`src/rtl/fetch_sequencer.sv`:
```
// PC sequencer and prefetch buffer between instruction memory and decode.
// Credit-based request issue, in-order response tagging, redirect flush with stale-response drop.
module fetch_sequencer #(
  parameter int              XLEN       = 32,
  parameter logic [XLEN-1:0] RESET_PC   = '0,
  parameter int              FIFO_DEPTH = 4
) (
  input  logic            clk,
  input  logic            reset_n,
  output logic            imem_req_valid,
  input  logic            imem_req_ready,
  output logic [XLEN-1:0] imem_req_addr,
  input  logic            imem_rsp_valid,
  input  logic [31:0]     imem_rsp_data,
  input  logic            redirect_valid,
  input  logic [XLEN-1:0] redirect_pc,
  output logic            id_valid,
  input  logic            id_ready,
  output logic [31:0]     id_instr,
  output logic [XLEN-1:0] id_pc,
  output logic            fetch_idle
);

  localparam int AW = $clog2(FIFO_DEPTH);
  localparam int CW = AW + 1;
  localparam logic [CW-1:0]   DEPTH_C = CW'(FIFO_DEPTH);
  localparam logic [XLEN-1:0] PC_STEP = XLEN'(4);

  logic [XLEN-1:0] fetch_pc;
  logic [XLEN-1:0] rsp_pc;
  logic [CW-1:0]   inflight;
  logic [CW-1:0]   inflight_nxt;
  logic [CW-1:0]   drop_cnt;
  logic [CW-1:0]   count;
  logic [CW-1:0]   count_nxt;
  logic [AW-1:0]   wr_ptr;
  logic [AW-1:0]   rd_ptr;
  logic [XLEN-1:0] pc_mem    [FIFO_DEPTH];
  logic [31:0]     instr_mem [FIFO_DEPTH];

  logic            req_fire;
  logic            rsp;
  logic            pop;
  logic            push;
  logic [CW:0]     credit_used;
  logic [XLEN-1:0] redirect_target;

  assign credit_used     = {1'b0, inflight} + {1'b0, count};
  assign imem_req_valid  = reset_n && (credit_used < {1'b0, DEPTH_C}) && (inflight < DEPTH_C);
  assign imem_req_addr   = fetch_pc;
  assign req_fire        = imem_req_valid && imem_req_ready;
  assign rsp             = imem_rsp_valid;
  assign pop             = id_valid && id_ready;
  assign push            = rsp && (drop_cnt == '0) && !redirect_valid;
  assign redirect_target = redirect_pc & ~XLEN'(3);

  assign id_valid   = (count != '0);
  assign id_instr   = instr_mem[rd_ptr];
  assign id_pc      = pc_mem[rd_ptr];
  assign fetch_idle = (inflight == '0) && (count == '0);

  // Outstanding requests after this edge; on redirect all of them become stale.
  always_comb begin
    inflight_nxt = inflight;
    if (req_fire && !rsp)
      inflight_nxt = inflight + CW'(1);
    else if (!req_fire && rsp)
      inflight_nxt = inflight - CW'(1);
  end

  always_comb begin
    count_nxt = count;
    if (push && !pop)
      count_nxt = count + CW'(1);
    else if (!push && pop)
      count_nxt = count - CW'(1);
  end

  always_ff @(posedge clk or negedge reset_n) begin
    if (!reset_n) begin
      fetch_pc <= RESET_PC;
      rsp_pc   <= RESET_PC;
      inflight <= '0;
      drop_cnt <= '0;
      count    <= '0;
      wr_ptr   <= '0;
      rd_ptr   <= '0;
    end else begin
      inflight <= inflight_nxt;
      if (redirect_valid) begin
        fetch_pc <= redirect_target;
        rsp_pc   <= redirect_target;
        drop_cnt <= inflight_nxt;
        count    <= '0;
        wr_ptr   <= '0;
        rd_ptr   <= '0;
      end else begin
        if (req_fire)
          fetch_pc <= fetch_pc + PC_STEP;
        if (rsp && (drop_cnt != '0))
          drop_cnt <= drop_cnt - CW'(1);
        if (push) begin
          wr_ptr <= wr_ptr + AW'(1);
          rsp_pc <= rsp_pc + PC_STEP;
        end
        if (pop)
          rd_ptr <= rd_ptr + AW'(1);
        count <= count_nxt;
      end
    end
  end

  always_ff @(posedge clk or negedge reset_n) begin
    if (!reset_n) begin
      for (int i = 0; i < FIFO_DEPTH; i++) begin
        pc_mem[i]    <= RESET_PC;
        instr_mem[i] <= '0;
      end
    end else if (push) begin
      pc_mem[wr_ptr]    <= rsp_pc;
      instr_mem[wr_ptr] <= imem_rsp_data;
    end
  end

  a_rsp_needs_inflight: assert property (@(posedge clk) disable iff (!reset_n)
    rsp |-> (inflight != '0));
  a_drop_le_inflight: assert property (@(posedge clk) disable iff (!reset_n)
    drop_cnt <= inflight);
  a_no_push_full: assert property (@(posedge clk) disable iff (!reset_n)
    !(push && !pop && (count == DEPTH_C)));
  a_addr_stable: assert property (@(posedge clk) disable iff (!reset_n)
    (imem_req_valid && !imem_req_ready && !redirect_valid) |=> $stable(imem_req_addr));

endmodule
```
`config.mk`:
```
export PLATFORM = sky130hd
export DESIGN_NAME = fetch_sequencer
export DESIGN_NICKNAME = d
export VERILOG_FILES = /design/src/rtl/fetch_sequencer.sv
export SDC_FILE = /design/constraint.sdc
export NUM_CORES = 1
export LEC_CHECK = 0
export CELL_PAD_IN_SITES_DETAIL_PLACEMENT = 0
export CELL_PAD_IN_SITES_GLOBAL_PLACEMENT = 1
export CORE_ASPECT_RATIO = 0.6
export CORE_MARGIN = 3
export CORE_UTILIZATION = 40
export CTS_CLUSTER_DIAMETER = 200
export DETAILED_ROUTE_END_ITERATION = 10
export PLACE_DENSITY = 0.72
export RECOVER_POWER = 25
export SYNTH_ARGS = -nofsm -noshare
export SYNTH_HDL_FRONTEND = slang
export SYNTH_SLANG_ARGS = --single-unit
```
`constraint.sdc`:
```
create_clock -name clk -period 7.41 [get_ports clk]
set_input_delay 1.1115 -clock clk [delete_from_list [all_inputs] [get_ports clk]]
set_output_delay 1.1115 -clock clk [all_outputs]
set_load 0.03 [all_outputs]
```
==> results of run 1 <==
-- metrics by stage --
step                setup slack [ns]  util [%]
CTS                             2.63      50.3
floorplan                       4.02         -
global route                    1.74      50.2
detailed placement              2.63      47.2
global placement                2.64      47.2
finish                          2.53      50.2
-- cells by family after synthesis --
logic type,after synthesis
muxes,328
DFF,321
and+or+nand+nor,165
buffers and inverters,84
AOI/OAI and AO/OA,72
xor gates and xnor gates,55
adders and majority gates,14
other,1
-- power breakdown --
| part | switching [mW] | total (mW) | internal [mW] |
|---|---|---|---|
| Sequential | 0.220 | 2.24 | 2.03 |
| Combinational | 0.884 | 1.76 | 0.873 |
| Clock | 0.699 | 1.70 | 0.996 |
| Total | 1.80 | 5.70 | 3.89 |
-- worst reg2reg max path, cell delays in order (launching register included) --
cell and delay (ns):
dfrtp_1 0.36, inv_1 0.11, ha_1 0.21, nand3b_1 0.42, nor2_1 0.71, nand2_4 0.75
mux2_2 0.63
-- worst paths after layout --
path / slack, ns / to / start
max reg2reg: 4.10 / instr_mem[47] / drop_cnt[0]
min reg2reg: 0.48 / pc_mem[50] / pc_mem[50]
max in group clk: 2.67 / imem_req_valid / reset_n
max: 2.53 / pc_mem[88] / reset_n
min in group asynchronous: 0.63 / instr_mem[105] / reset_n
min: 0.48 / pc_mem[50] / pc_mem[50]
-- synth_stat cells (3+ instances only) --
master	number
xor2_1	24
inv_1	17
o31a_1	3
nand3_1	16
xnor2_1	31
o31ai_1	3
nor3_1	9
nand2_1	40
nor4_1	4
and3_1	11
mux2_2	263
clkbuf_1	49
buf_2	3
nor2_1	27
a41oi_1	3
buf_4	4
and4_1	5
mux2i_1	3
nand4_1	26
a21oi_1	20
nand2b_1	6
buf_1	9
a31oi_1	13
o21ai_0	17
mux4_2	62
dfrtp_1	321
or3_1	6
o21a_1	5
ha_1	13
a21boi_0	7
or4_1	3
-- layer usage --
layer / part of all wire [%] / global-route usage (%) / vias up / wire (um)
met2: 46 / 28.5 / 143 / 16100
li1: - / - / 4099 / -
met4: 1.6 / 3.90 / 0 / 563
met3: 3.3 / 3.09 / 40 / 1180
met1: 49 / 27.4 / 4791 / 17500
met5: 0 / 0 / - / 0
-- area by class of cell --
type                    instances  area (um^2)  share of cell area [%]
clock buffers                  51         1030                    5.74
clock inverters                 9         72.6                   0.405
inverters                      19         72.6                   0.405
multi-input cells             638         6440                    35.9
flip-flops and latches        321         8040                    44.8
well taps                     467          584                    3.26
repair buffers                171         1690                    9.44
-- registers in the layout (all words and copies together), names as in the netlist --
signal and count:
drop_cnt 3, pc_mem 120, count 3, inflight 3, rd_ptr 2, instr_mem 128, wr_ptr 2, rsp_pc 30
imem_req_addr 30
==> impl_metrics.yaml, run 1 <==
clock_tree:
  cts_tree: "yes"
  cts-root-buf: "clkbuf_16"
  numCtsBuffers: 34
  cts_hold_buf: 0
  h-tree-depth: 2
  clk_latency_ns: 0.52
  cts_buffer_depth: 3
  ctsResizeCount: 0
  postCtsSetupBuffers: 0
  path_clk_slew_ns: 0.06
  clock-sinks: 321
sta:
  fmax_mhz: 205
  tns_ns: 0
  fin_hold_ws_ns: 0.479
  timing.slew.headroom_pct: -155
  hold_viol: 0
  clock_skew_ns: 0.0172
  rsz0062_at_grt: "no"
  fin_crit_sh_pct: 65.8
  timing.final.crit_period_ns: 4.88
  maxSlewViolCount: 152
  setup_violations: 0
  worst_pin_slew_ns: 3.82
place:
  placed_cells: 1616
  place_hpwl_um: 22300
  gp_congestion: 0.760
  io_buffers: 162
  placed_area_um2: 16800
synthesis:
  synth_compound_area_share_pct: 2.97
  synth.lib_cells_used.distinct: 46
  synthesis.area_um2: 14800
  synthAdderAreaFrac_pct: 1.24
  synthSimpleGateAreaFrac_pct: 6.11
  syn_avg_cell_area_um2: 14.2
  synthMuxAreaShare_pct: 29.7
  async_flop_share_pct: 100
  synth_edf_count: 0
  synth-main-ff-cell: "dfrtp_1"
  ys_seq_area_share_pct: 54.4
  synth_cells: 1040
  synth_xor_area_share_pct: 3.26
  netlist.area_leader.share_pct: 54.4
  yosysWarnings: 0
  synth_area_leaders: "dfrtp_1 54%, mux2_2 20%, mux4_2 9.5%, xnor2_1 1.8%, xor2_1 1.4%"
  synth_seq_cells: 321
  synth_top_cell_by_area: "dfrtp_1"
  synth_top_family_by_area: "multiplexers"
worst_hold_path:
  worstHoldPathType: "reg -> reg"
  hold_depth: 2
final_layout:
  finalInstanceArea_um2: 17900
  stdcell_count: 1676
  diodes: 0
  drive_gt1_share_pct: 33.2
  layout_common_cells: "319 x dfrtp_1, 263 x mux2_2, 160 x clkdlybuf4s50_1"
  final_common_cell: "dfrtp_1"
  area_delta_synth_final_pct: 21.4
  fillers: 3133
  final_nets: 1269
critical_path:
  worstPathArrival_ns: 4.61
  crit_type: "in -> async"
  startpoint_type: "primary input"
  path_cells: "buf_8 -> clkbuf_2"
  worstRegToRegCells: 6
  cp.depth: 2
  cp_slowest_cell: "clkbuf_2"
  cpPeakStageDelay_ns: 2.60
  critical-path-top-delay-family: "buffers and inverters"
  critical_path.endpoint_type: "async pin"
  cp_data_required_time_ns: 7.15
  crit_fanout: 151
  path_buf_inv: 2
die:
  ios: 169
  start_util_pct: 41.4
  die_area_um2: 39300
  core_area_um2: 35700
  die_w_um: 254
  num_rows: 53
  fp.dieH_um: 155
global_route:
  grt_pass1_wl_um: 56600
  grt_max_degree: 152
  grt_overflow_total: 0
  grt_util_all_layers_pct: 18.4
  grt_pass1_vias: 9548
  grt_antenna_before_repair: 0
drt:
  viasPerCell: 5.41
  num_vias: 9073
  final_antenna_net_count: 0
  first_iter_violations: 499
  first_pass_iters: 5
  post_drt_wl_per_cell_um: 21.1
  drt_wl_total_um: 35300
  drc_errors: 0
run_status:
  failed_checks: "max-capacitance violations, max-slew violations"
  status: "finished, violations left"
power:
  leakagePower_nw: 8.04
  peakVddDrop_v: 0.000220
  power_mw: 5.70
  power_density_nw_per_um2: 318
flow_run:
  drv_cap: 1
No activity file was read; power rests on OpenSTA's default activity.
==> run 2: changes to the inputs <==
- clock period: 7.41 -> 4.54 ns (I/O delays scaled with it)
==> impl_metrics.yaml, run 2 (synthesized netlist as in run 1, its figures left out) <==
final_layout:
  stdcell_count: 1685
  area_delta_synth_final_pct: 22.3
  regArea_um2: 8040
  layout_common_cells: "319 x dfrtp_1, 263 x mux2_2, 159 x clkdlybuf4s50_1"
  reg_top3: "instr_mem (128), pc_mem (120)"
  final_nets: 1280
  utilization_pct: 50.6
  multiInputGateArea_um2: 6440
  final_common_cell: "dfrtp_1"
  drive_gt1_share_pct: 34.0
  finalInstanceArea_um2: 18100
  regMostFlops: "instr_mem"
  fillers: 3083
  largest_reg_flops: 128
  diodes: 0
power:
  p_comb_share_pct: 31.3
  power_density_nw_per_um2: 517
  p_seq_share_pct: 39.1
  power.share.clock_pct: 29.6
  peakVddDrop_v: 0.000269
  p_int_mw: 6.36
  netSwitchingFraction_pct: 31.8
  leakagePower_nw: 8.12
  p_switching_mw: 2.97
  power_mw: 9.34
global_route:
  grt_max_degree: 158
  grt_pass1_vias: 9594
  grt_util_all_layers_pct: 18.6
  grt_overflow_total: 0
  grt_pass1_wl_um: 57100
  grt_antenna_before_repair: 0
die:
  die_area_um2: 39300
  ios: 169
  fp.dieH_um: 155
  core_area_um2: 35700
  start_util_pct: 41.4
  die_w_um: 254
  num_rows: 53
critical_path:
  cp_data_required_time_ns: 3.86
  cp_slowest_cell: "dfrtp_4"
  r2r-end: "imem_req_addr[31]"
  startpoint_type: "flop"
  worstSetupEndpoint: "id_instr[28]"
  crit_fanout: 28
  critical_path.endpoint_type: "output pin"
  r2r_setup_slack_ns: 1.66
  crit_type: "reg -> out"
  reg2reg_from: "inflight[2]"
  cpPeakStageDelay_ns: 0.81
  critPathLaunch: "rd_ptr[0]"
  worstPathArrival_ns: 2.85
  path_cells: "buf_4 -> mux4_2 -> clkdlybuf4s50_1"
  worstRegToRegCells: 7
drt:
  first_pass_iters: 4
  num_vias: 9137
  post_drt_wl_per_cell_um: 21.2
  first_iter_violations: 567
  final_antenna_net_count: 0
  drt_wl_total_um: 35800
  drc_errors: 0
  viasPerCell: 5.42
clock_tree:
  cts-root-buf: "clkbuf_16"
  ctsResizeCount: 0
  cts_buffer_depth: 3
  cts_tree: "yes"
  h-tree-depth: 2
  path_clk_slew_ns: 0.06
  clock-sinks: 321
  numCtsBuffers: 34
  cts_hold_buf: 0
  postCtsSetupBuffers: 0
  clk_latency_ns: 0.52
sta:
  tns_ns: 0
  fin_crit_sh_pct: 77.7
  maxSlewViolCount: 158
  setup_violations: 0
  timing.final.crit_period_ns: 3.53
  clock_skew_ns: 0.0239
  rsz0062_at_grt: "no"
  timing.slew.headroom_pct: -44.7
  fmax_mhz: 284
  worst_pin_slew_ns: 2.17
  hold_viol: 0
place:
  io_buffers: 162
  place_hpwl_um: 23400
  placed_area_um2: 17000
  placed_cells: 1627
  gp_congestion: 0.749
worst_hold_path:
  worstHoldPathType: "in -> async"
run_status:
  failed_checks: "max-capacitance violations, max-slew violations"
  status: "finished, violations left"
flow_run:
  drv_cap: 1
run 2: cell count changes in the layout (fill, tap and decap cells not counted), sizes merged:
cell | previous run | this run
clkbuf | 52 | 48
buf | 9 | 21
clkdlybuf4s50 | 160 | 159
bufinv | 1 | 2
inv | 18 | 19
run 2: worst min path at each step:
stage | startpoint | endpoint | slack (ns) | depth (start not counted)
after CTS | reset_n | instr_mem[2] | 0.05 | 1
after global routing | reset_n | instr_mem[35] | 0.05 | 1
after floorplan | reset_n | count[0] | 0.39 | 0
final | reset_n | instr_mem[2] | 0.06 | 1
after detailed placement | pc_mem[18] | pc_mem[18] | 0.47 | 2
after global placement | pc_mem[116] | pc_mem[116] | 0.46 | 2
run 2: cell type report:
type	instances	share of cell area, %
clock buffers	47	5.37
clock inverters	11	0.714
inverters	19	0.402
multi-input cells	638	35.7
flip-flops and latches	321	44.5
well taps	467	3.24
repair buffers	182	10.1
run 2: stage by stage:
stage	hold slack, ns	worst slack [ns]
floorplan	0.385	1.95
global placement	0.458	1.36
detailed placement	0.472	1.28
CTS	0.0539	0.922
global route	0.0536	0.849
finish	0.0610	1.01
run 2: power by group through the flow:
stage	logic (mW)	clock network (mW)	registers (mW)
2_1_floorplan	1.87	0	3.59
3_3_place_gp	2.92	0	3.68
3_5_place_dp	2.95	0	3.69
4_1_cts	2.97	2.85	3.65
5_1_grt	3.11	2.97	3.71
6_report	2.92	2.77	3.65
run 2: critical path, delay by kind of cell (launching register included):
kind	cells	cell delay, ns
buffers and inverters	2	0.96
flip-flops	1	0.81
multiplexers	1	0.54
run 2: metal layers:
| metal | GRT usage [%] | share of wire, % | wire, um |
|---|---|---|---|
| met5 | 0 | 0 | 0 |
| met4 | 3.74 | 1.7 | 591 |
| met3 | 2.86 | 4.2 | 1510 |
| met2 | 28.9 | 46 | 16500 |
| met1 | 27.8 | 48 | 17200 |
==> run 3: changes to the inputs <==
- PLACE_DENSITY: 0.72 -> 0.75
- clock period: 4.54 -> 3 ns (I/O delays scaled with it)
==> impl_metrics.yaml, run 3 (synthesized netlist as in run 1, its figures left out) <==
sta:
  tns_ns: 0
  fin_crit_sh_pct: 97.3
  maxSlewViolCount: 143
  fmax_mhz: 343
  worst_pin_slew_ns: 1.97
  hold_viol: 0
  rsz0062_at_grt: "no"
  fin_hold_ws_ns: 0.482
  timing.slew.headroom_pct: -31.2
  clock_skew_ns: 0.0177
  timing.final.crit_period_ns: 2.92
  setup_violations: 0
die:
  start_util_pct: 41.4
  core_area_um2: 35700
  num_rows: 53
  die_w_um: 254
  die_area_um2: 39300
  fp.dieH_um: 155
  ios: 169
final_layout:
  final_nets: 1290
  diodes: 0
  reg_top3: "instr_mem (128), pc_mem (120)"
  area_delta_synth_final_pct: 23.3
  drive_gt1_share_pct: 34.3
  regMostFlops: "instr_mem"
  largest_reg_flops: 128
  fillers: 3051
  layout_common_cells: "319 x dfrtp_1, 263 x mux2_2, 126 x clkdlybuf4s50_1"
  final_common_cell: "dfrtp_1"
  multiInputGateArea_um2: 6440
  regArea_um2: 8040
power:
  leakagePower_nw: 8.48
  power_density_nw_per_um2: 754
  peakVddDrop_v: 0.000492
clock_tree:
  cts_hold_buf: 0
  clock-sinks: 321
  cts_tree: "yes"
  cts-root-buf: "clkbuf_16"
  clk_latency_ns: 0.58
  numCtsBuffers: 31
  cts_buffer_depth: 3
  h-tree-depth: 1
  path_clk_slew_ns: 0.06
worst_hold_path:
  min_to: "pc_mem[20]"
  hold_depth: 2
  worstHoldPathType: "reg -> reg"
  min_from: "pc_mem[20]"
critical_path:
  cp_slowest_cell: "clkdlybuf4s50_1"
  critical_path.endpoint_type: "output pin"
  worstPathArrival_ns: 2.47
  path_buf_inv: 2
  reg2reg_from: "count[2]"
  worstRegToRegCells: 7
  path_cells: "buf_12 -> mux4_2 -> clkdlybuf4s50_1"
  startpoint_type: "flop"
  r2r_setup_slack_ns: 0.36
  critical-path-top-delay-family: "buffers and inverters"
  cp_data_required_time_ns: 2.55
  crit_fanout: 22
  cpPeakStageDelay_ns: 0.61
  r2r-end: "imem_req_addr[31]"
  crit_type: "reg -> out"
place:
  gp_congestion: 0.760
  place_hpwl_um: 23900
  io_buffers: 162
drt:
  viasPerCell: 5.44
  post_drt_wl_per_cell_um: 20.9
  num_vias: 9234
  drc_errors: 0
  final_antenna_net_count: 0
  first_iter_violations: 668
  drt_wl_total_um: 35600
  first_pass_iters: 5
global_route:
  grt_max_degree: 180
  grt_antenna_before_repair: 0
  grt_overflow_total: 0
  grt_pass1_vias: 9622
  grt_pass1_wl_um: 56200
  grt_util_all_layers_pct: 18.2
flow_run:
  drv_cap: 1
run_status:
  status: "finished, violations left"
  failed_checks: "max-capacitance violations, max-slew violations"
-- run 3: cell count changes in the layout (fill, tap and decap cells not counted), moves of 2 or more --
| cell | previous run | this run |
|---|---|---|
| clkbuf_1 | 6 | 10 |
| clkdlybuf4s50_1 | 159 | 126 |
| clkbuf_16 | 34 | 31 |
| buf_4 | 16 | 18 |
| dlygate4sd2_1 | 0 | 13 |
| dlymetal6s2s_1 | 0 | 21 |
| buf_12 | 4 | 13 |
-- run 3: worst max path at each step --
stage / from / to / slack, ns / cells after the start
after detailed placement: imem_rsp_valid / pc_mem[75] / 0.13 / 6
after floorplan: inflight[2] / imem_req_addr[9] / 0.44 / 8
after global placement: imem_rsp_valid / pc_mem[7] / 0.15 / 6
after CTS: rd_ptr[0] / id_pc[5] / 0.0004 / 3
after global routing: rd_ptr[0] / id_pc[4] / 0.003 / 3
final: rd_ptr[0] / id_pc[4] / 0.08 / 3
-- run 3: stage by stage --
step           util [%]  worst slack (ns)  instances  power [mW]  cell area [um^2]
2_1_floorplan         -             0.441       1043        8.27             14800
3_5_place_dp       48.1             0.134       1639        10.1             17200
3_3_place_gp       48.1             0.154       1639        10.0             17200
6_report           51.0            0.0805       1697        13.7             18200
4_1_cts            50.9          0.000439       1696        13.9             18100
5_1_grt            51.0           0.00329       1697        14.4             18200
-- run 3: report_power, final --
| group | internal (mW) | leakage [nW] | switching, mW |
|---|---|---|---|
| Combinational | 2.13 | 3.79 | 2.29 |
| Clock | 2.14 | 0.482 | 1.70 |
| Sequential | 5.00 | 4.21 | 0.466 |
| Total | 9.27 | 8.48 | 4.45 |
-- run 3: repair_timing --
item,4_1_cts,5_1_grt
endpoints found under the setup margin,24,28
pin swaps,1,1
buffers inserted,0,1
resized for setup,17,23
-- run 3: per-layer routing --
| metal | GRT usage (%) | part of all wire, % |
|---|---|---|
| met2 | 28.7 | 46 |
| met1 | 26.7 | 48 |
| met5 | 0 | 0 |
| met4 | 3.98 | 2.1 |
| met3 | 2.89 | 3.7 |
-- run 3: layout make-up --
| class | count | area share, % |
|---|---|---|
| clock buffers | 46 | 4.90 |
| clock inverters | 11 | 0.488 |
| inverters | 19 | 0.461 |
| well taps | 467 | 3.21 |
| multi-input cells | 638 | 35.4 |
| flip-flops and latches | 321 | 44.2 |
| repair buffers | 195 | 11.4 |
-- run 3: worst reg2reg max path: cells and delay by family (launching register included) --
kind	cells	cell delay, ns
AOI/OAI and AO/OA	1	0.17
adders and majority gates	1	0.28
buffers and inverters	1	0.10
DFF	1	0.42
and+or+nand+nor	4	1.60
